==> config.mk <==
export PLATFORM = sky130hd
export DESIGN_NAME = pipeline_stall_controller
export DESIGN_NICKNAME = d
export VERILOG_FILES = /design/src/rtl/arm_pipe_pkg.sv /design/src/rtl/sat_counter.sv /design/src/rtl/pipeline_stall_controller.sv
export SDC_FILE = /design/constraint.sdc
export NUM_CORES = 1
export LEC_CHECK = 0
export CAP_MARGIN = 10
export CORE_ASPECT_RATIO = 1.2
export CORE_UTILIZATION = 43
export DETAILED_ROUTE_END_ITERATION = 10
export GPL_TIMING_DRIVEN = 0
export PLACE_DENSITY = 0.69
export SLEW_MARGIN = 5
export SYNTH_ARGS = -nofsm -noshare
export SYNTH_HDL_FRONTEND = slang
export SYNTH_SLANG_ARGS = --single-unit
export TNS_END_PERCENT = 100
==> constraint.sdc <==
create_clock -name clk -period 5.27 [get_ports clk]
set_clock_uncertainty 0.2 [all_clocks]
set_input_delay 1.054 -clock clk [delete_from_list [all_inputs] [get_ports clk]]
set_output_delay 1.054 -clock clk [all_outputs]
set_load 0.01 [all_outputs]
==> src/rtl/arm_pipe_pkg.sv <==
// Shared definitions for the ARM pipeline sequencing logic: FSM state
// encoding and the default sizing of the stall controller.
package arm_pipe_pkg;

   // Controller states: free-running pipeline, or holding for an SRAM access.
   typedef enum logic {
      ST_RUN      = 1'b0,
      ST_MEM_WAIT = 1'b1
   } pipe_state_e;

   // Default maximum number of frozen cycles for one SRAM access.
   localparam int DEF_MEM_TIMEOUT = 16;

   // Default width of the stall/flush performance counters.
   localparam int DEF_CNT_W = 16;

endpackage

==> src/rtl/sat_counter.sv <==
// Saturating event counter with a synchronous clear that beats increment.
module sat_counter #(
   parameter int W = 16
) (
   input  logic         clk,
   input  logic         rst,
   input  logic         clr,
   input  logic         inc,
   output logic [W-1:0] count
);

   localparam logic [W-1:0] MAX_V = {W{1'b1}};
   localparam logic [W-1:0] ONE_V = {{(W-1){1'b0}}, 1'b1};

   logic [W-1:0] count_d;
   logic [W-1:0] count_q;

   // Next count: clear first, otherwise step until the all-ones ceiling.
   always_comb begin
      count_d = count_q;
      if (clr) begin
         count_d = '0;
      end else if (inc && (count_q != MAX_V)) begin
         count_d = count_q + ONE_V;
      end
   end

   // Count register, cleared asynchronously by reset.
   always_ff @(posedge clk or posedge rst) begin
      if (rst) begin
         count_q <= '0;
      end else begin
         count_q <= count_d;
      end
   end

   assign count = count_q;

endmodule

==> src/rtl/pipeline_stall_controller.sv <==
// Pipeline sequencing controller: merges hazard, branch and SRAM handshake
// into per-stage freeze/flush/bubble controls, holds the pipeline across
// multi-cycle SRAM accesses with a timeout guard, and counts stall/flush
// cycles.
//
// Stage controls are Mealy outputs (same-cycle response). Priority:
// memory stall > branch > hazard. During a memory stall branch and hazard
// inputs are ignored because the frozen instructions present them again
// in the release cycle. The sram handshake is level based: sram_ready=1
// in a cycle completes the access requested by mem_req in that cycle or
// the one being waited on.
module pipeline_stall_controller
   import arm_pipe_pkg::*;
#(
   parameter int MEM_TIMEOUT = DEF_MEM_TIMEOUT,
   parameter int CNT_W       = DEF_CNT_W
) (
   input  logic             clk,
   input  logic             rst,
   input  logic             hazard_detected,
   input  logic             branch_taken,
   input  logic             mem_req,
   input  logic             sram_ready,
   input  logic             clr_counters,
   output logic             freeze_pc,
   output logic             freeze_if_id,
   output logic             freeze_id_exe,
   output logic             freeze_exe_mem,
   output logic             flush_if_id,
   output logic             bubble_id_exe,
   output logic             bubble_mem_wb,
   output logic             mem_error,
   output logic [CNT_W-1:0] stall_count,
   output logic [CNT_W-1:0] flush_count,
   output logic             dbg_state
);

   localparam int WCW = $clog2(MEM_TIMEOUT + 1);
   localparam logic [WCW-1:0] TIMEOUT_V = WCW'(MEM_TIMEOUT);
   localparam logic [WCW-1:0] ONE_V     = WCW'(1);

   pipe_state_e    state_d;
   pipe_state_e    state_q;
   logic [WCW-1:0] wait_cnt_d;
   logic [WCW-1:0] wait_cnt_q;
   logic           mem_error_d;
   logic           mem_error_q;
   logic           mem_stall;

   // Next-state, frozen-cycle count and timeout flag; also flags whether
   // this cycle is a memory stall.
   always_comb begin
      state_d     = state_q;
      wait_cnt_d  = wait_cnt_q;
      mem_error_d = mem_error_q;
      mem_stall   = 1'b0;
      case (state_q)
         ST_RUN: begin
            // A zero-wait access (ready with the request) never freezes.
            if (mem_req && !sram_ready) begin
               mem_stall  = 1'b1;
               state_d    = ST_MEM_WAIT;
               wait_cnt_d = ONE_V;
            end
         end
         ST_MEM_WAIT: begin
            if (sram_ready) begin
               state_d    = ST_RUN;
               wait_cnt_d = '0;
            end else if (wait_cnt_q < TIMEOUT_V) begin
               mem_stall  = 1'b1;
               wait_cnt_d = wait_cnt_q + ONE_V;
            end else begin
               // Forced release: unfreeze as if data arrived, remember it.
               state_d     = ST_RUN;
               wait_cnt_d  = '0;
               mem_error_d = 1'b1;
            end
         end
         default: begin
            state_d    = ST_RUN;
            wait_cnt_d = '0;
         end
      endcase
   end

   // FSM state, wait counter and sticky error flag.
   always_ff @(posedge clk or posedge rst) begin
      if (rst) begin
         state_q     <= ST_RUN;
         wait_cnt_q  <= '0;
         mem_error_q <= 1'b0;
      end else begin
         state_q     <= state_d;
         wait_cnt_q  <= wait_cnt_d;
         mem_error_q <= mem_error_d;
      end
   end

   // Stage-control decode by priority; everything is forced low in reset.
   always_comb begin
      freeze_pc      = 1'b0;
      freeze_if_id   = 1'b0;
      freeze_id_exe  = 1'b0;
      freeze_exe_mem = 1'b0;
      flush_if_id    = 1'b0;
      bubble_id_exe  = 1'b0;
      bubble_mem_wb  = 1'b0;
      if (rst) begin
         freeze_pc = 1'b0;
      end else if (mem_stall) begin
         freeze_pc      = 1'b1;
         freeze_if_id   = 1'b1;
         freeze_id_exe  = 1'b1;
         freeze_exe_mem = 1'b1;
         bubble_mem_wb  = 1'b1;
      end else if (branch_taken) begin
         // PC stays unfrozen so it loads the branch target.
         flush_if_id   = 1'b1;
         bubble_id_exe = 1'b1;
      end else if (hazard_detected) begin
         freeze_pc     = 1'b1;
         freeze_if_id  = 1'b1;
         bubble_id_exe = 1'b1;
      end
   end

   sat_counter #(.W(CNT_W)) u_stall_cnt (
      .clk   (clk),
      .rst   (rst),
      .clr   (clr_counters),
      .inc   (freeze_pc),
      .count (stall_count)
   );

   sat_counter #(.W(CNT_W)) u_flush_cnt (
      .clk   (clk),
      .rst   (rst),
      .clr   (clr_counters),
      .inc   (flush_if_id),
      .count (flush_count)
   );

   assign mem_error = mem_error_q;
   assign dbg_state = state_q;

endmodule
**Word level (Yosys, flattened, before mapping)**

Index checks and enable logic that the tools add are counted.

- Add/sub/neg operators: 3
- $lt $le $gt $ge: 1
- Equal/unequal tests: 3
- Multiplexer cells: 24
- Bitwise operators: 3
- Reduce and logical (&&, ||, !) cells: 7

Operators by type and width:

| cell | count |
|---|---|
| 2-to-1 mux 16 bit | 4 |
| adder 16 x 1 -> 16 bit, second input constant | 2 |
| inequality test 16 bit, second input constant | 2 |
| 2-to-1 mux 1 bit | 15 |
| 2-to-1 mux 5 bit | 3 |
| case mux 5 bit (2 select lines) | 1 |
| adder 5 x 1 -> 5 bit, second input constant | 1 |
| < comparator 5 bit, second input constant | 1 |
| nonzero test 2 bit | 2 |
| logical AND 1 bit | 3 |
| NOT 1 bit | 3 |
| AND reduction 3 bit | 1 |
| inequality test 2 bit, second input constant | 1 |
| case mux 1 bit (2 select lines) | 1 |
| zero test 1 bit | 1 |

- Register bits: 39
- Input bits: 7
- Output and inout port bits: 41
- Word-level logic and storage cells: 46

**Depth between registers and ports, before layout**

- Word-level depth: 9
- Mapped depth: 7
- Gate-level depth less buffers: 6

**Modules after synthesis**

A second synthesis with hierarchy kept.

- Cells, all modules: 241
- Area, all modules: 2259.7 µm²

Modules (own cells, without submodules):

| module | instances | cells each | area each (µm²) | seq. area each (µm²) |
|---|---|---|---|---|
| sat_counter | 2 | 101 | 932.1 | 400.4 |
| pipeline_stall_controller | 1 | 39 | 395.4 | 175.2 |

**Worst setup path after synthesis**

OpenSTA, ideal clock, no wires.

- Path type: input to output
- From: input port rst
- To: output port flush_if_id
- Arrival: 2.518 ns
- Data required time: 4.016 ns
- Slack: 1.498 ns
- Stages: 4
- Buffers on the path: 1
- Cell sequence: inv_1 -> nand3_2 -> buf_2 -> inv_1

- Cells in the longest elaborated chain, start to end: 1

Ends and longest elaborated chain:

| element | line | source |
|---|---|---|
| start, declared | pipeline_stall_controller.sv:19 | `input logic rst,` |
| 2-to-1 mux 1 bit | pipeline_stall_controller.sv:109 | `if (rst) begin` |
| end, declared | pipeline_stall_controller.sv:29 | `output logic flush_if_id,` |

Every way passes these cells.

**Worst setup path in the final report**

Ends and elaborated chain as after synthesis.

==> run metrics <==
run status complete, no violations; drt first pass iters 4; fraction of synthesized area in multiplexers 3.04%; Bufs on Longest Clock Path 2; Worst Path Class, Setup input port to primary output; critical register-to-register path startpoint dbg_state; library cells used by synthesis 43; number of instances in the synthesized netlist 236; number of slew-limit violations in the final report 0; synthesized flop and latch total 39; Ys Warns 0; Die Span Y 80.8 um; global router's overall resource usage 22.1%; Endpoint, Worst Hold mem_error; initial DRC count 146; final total negative setup slack 0 ns; pwr dens 219 nW/um^2; core footprint 4940 um^2; clock latency of the later-clocked register in the worst-skew pair 0.29 ns; fraction of synthesis flops using an asynchronous set or reset pin 100%; vias in the first global route 2,013; post-detailed-route via-to-cell ratio 5.77; Resized Gates After CTS 0; compound-cell area share of the yosys netlist 19.0%; reg-to-reg slack, setup 2.96 ns; Site Rows 28; postcts setup bufs 0; largest vdd supply drop 153 uV; Placer Congestion 0.819; DP HPWL 3750 um; top-level I/O count 48; fill cell count 434; total of buffers placed on input and output ports 46; final hold violation count 0; Sequential cell area 976 um^2; required time at the worst-slack endpoint 4.02 ns; Worst Hold Depth 1; Syn Std Cell Area 2220 um^2; arrival time at the worst endpoint 3.06 ns; effective utilization at floorplan 45.0%; cell area after layout 2900 um^2; total global routing overflow 0; Fmax achieved 232 MHz; layout cell share with drive strength beyond 1 11.3%; Critical R2R Capture u_stall_cnt.count[7]; kind of capture point of the worst setup path primary output; slew at the pin closest to its max-slew limit 0.548 ns; die outline area 5470 um^2; EDFF count, synth 0; routed wirelength normalized by instance count 15.4 um; Syn-to-layout area delta 30.3%; average size of a mapped cell 9.43 um^2; chain of cells forming the critical path clkdlybuf4s50_1 > inv_2 > buf_12 > nand3_2 > buf_2 > inv_1 > clkdlybuf4s50_1; number of CTS-inserted buffers 5; first-pass GRT wire length 9180 um; footprint of the multi-input gates 1130 um^2; kind of path behind the tightest hold check flip-flop to flip-flop; leakage power 1.13 nW; crit path max fanout 39; area share of and/or/nand/nor cells after synthesis 26.4%; commonest non-fill, non-tap cell in the layout clkdlybuf4s50_1; buffer cell driving the clock tree root clkbuf_8; DRT Wirelength 5400 um; Min Hold Slack 0.277 ns; number of nets in the synthesized netlist 246; die width 67.7 um; XOR/XNOR Fraction of Synth Area 0.787%; dominant synthesized flop cell dfrtp_1; fraction of the mapped netlist area in adder cells 1.69%; initial antenna violation count 0; longest individual stage delay on the worst path 0.53 ns; Period Utilization, post-route 81.8%; dominant combinational cell family by area after synthesis simple AND/OR/NAND/NOR gates; Area after DPL 2780 um^2; worst relative slew slack 63.5%; RSZ-0062 raised after global routing false; diode insertion count for antenna repair 0; total number of vias 2,026; Worst R2R Path Depth 6; final setup violation count 0; largest net degree at the start of global routing 40; TritonCTS clock tree done; post-cts hold buffer count 0; minimum clock period 4.31 ns; DRC errors left 0; sequential element share of the synthesized area 43.9%; most used cell, CP clkdlybuf4s50_1; H-tree level count 2; Critical Path Start Type input port; top library cells by usage in the layout, fill and taps aside 46 x clkdlybuf4s50_1, 39 x dfrtp_1, 27 x a21oi_1; fin nets 300; Pwr Total 0.636 mW; clock-pin slew reported for the worst setup and hold paths after clock tree synthesis 0.08 ns; slowest CP cell clkdlybuf4s50_1; DRT antenna net count 0; count of maximum capacitance violations 0; clock sink count 39; hold_sp mem_error
==> cells in the mapped netlist (2+ instances only) <==
master    count  area share [%]
inv_1         8             1.3
ha_1          3             1.7
nor4_1        4             1.1
nand3_1      14             3.1
a22o_1        4             1.6
nor2b_1       7             2.0
clkbuf_1      7             1.2
a21oi_1      27             6.1
nand2_1      14             2.4
mux2_2        5             2.5
buf_4         4             1.3
nor3b_1       2            0.67
o31ai_1      20             6.7
or4_1        19             6.4
dfrtp_1      39              44
or3_1         5             1.4
nor2_1       12             2.0
buf_2         4            0.90
nand3b_1      2            0.67
nand4_1       4             1.1
and4_1        2            0.79
o21ai_0       8             1.8
nor3_1        2            0.45
==> where the power goes <==
part	switching, mW	total, mW	internal, mW
clock network	0.109	0.263	0.153
registers	0.00682	0.311	0.304
logic	0.0343	0.0621	0.0279
total	0.150	0.636	0.486
==> layout make-up <==
type                    count  area share [%]
multi-input cells         173            39.0
flip-flops and latches     39            33.7
repair buffers             47            16.6
plain buffers              16            3.02
clock buffers               6            2.85
well taps                  60            2.59
clock inverters             2            1.21
inverters                   8            1.04
==> state kept, by name (all words and copies together) (netlist names) <==
name,flops
u_stall_cnt.count,16
dbg_state,1
u_flush_cnt.count,16
wait_cnt_q,5
mem_error,1
==> cells by family (layout without fill, tap and decap cells) <==
kind of cell,Yosys count,count (layout)
simple gates,97,97
compound gates,65,65
flops,39,39
buf+inv,24,79
mux,6,6
fa+ha+maj,3,3
xor+xnor,2,2
==> metrics by stage <==
stage	utilization, %	worst slack (ns)	instances
6_report	58.7	0.960	351
5_1_grt	58.7	0.771	351
4_1_cts	58.7	0.926	351
3_5_place_dp	56.3	0.932	343
3_3_place_gp	55.9	-0.285	342
2_1_floorplan	-	1.50	236
==> worst max-delay path, delay by kind of cell <==
| family | cells | cell delay [ns] |
|---|---|---|
| buf+inv | 6 | 1.76 |
| simple gates | 1 | 0.22 |
==> how the worst max path moves through the flow <==
stage | from | endpoint | cells past startpoint
2_1_floorplan | rst | flush_if_id | 4
3_3_place_gp | rst | flush_if_id | 6
3_5_place_dp | rst | flush_if_id | 7
4_1_cts | rst | flush_if_id | 7
5_1_grt | rst | flush_if_id | 7
6_report | rst | flush_if_id | 7
==> per-layer routing <==
| layer | part of all wire (%) | track usage [%] | vias up |
|---|---|---|---|
| li1 | - | - | 993 |
| met1 | 46 | 28.5 | 984 |
| met5 | 0 | 0 | - |
| met3 | 4.2 | 4.63 | 2 |
| met4 | 0.50 | 7.02 | 0 |
| met2 | 50 | 36.4 | 47 |
Note: power is estimated with default switching activity, not from simulation.
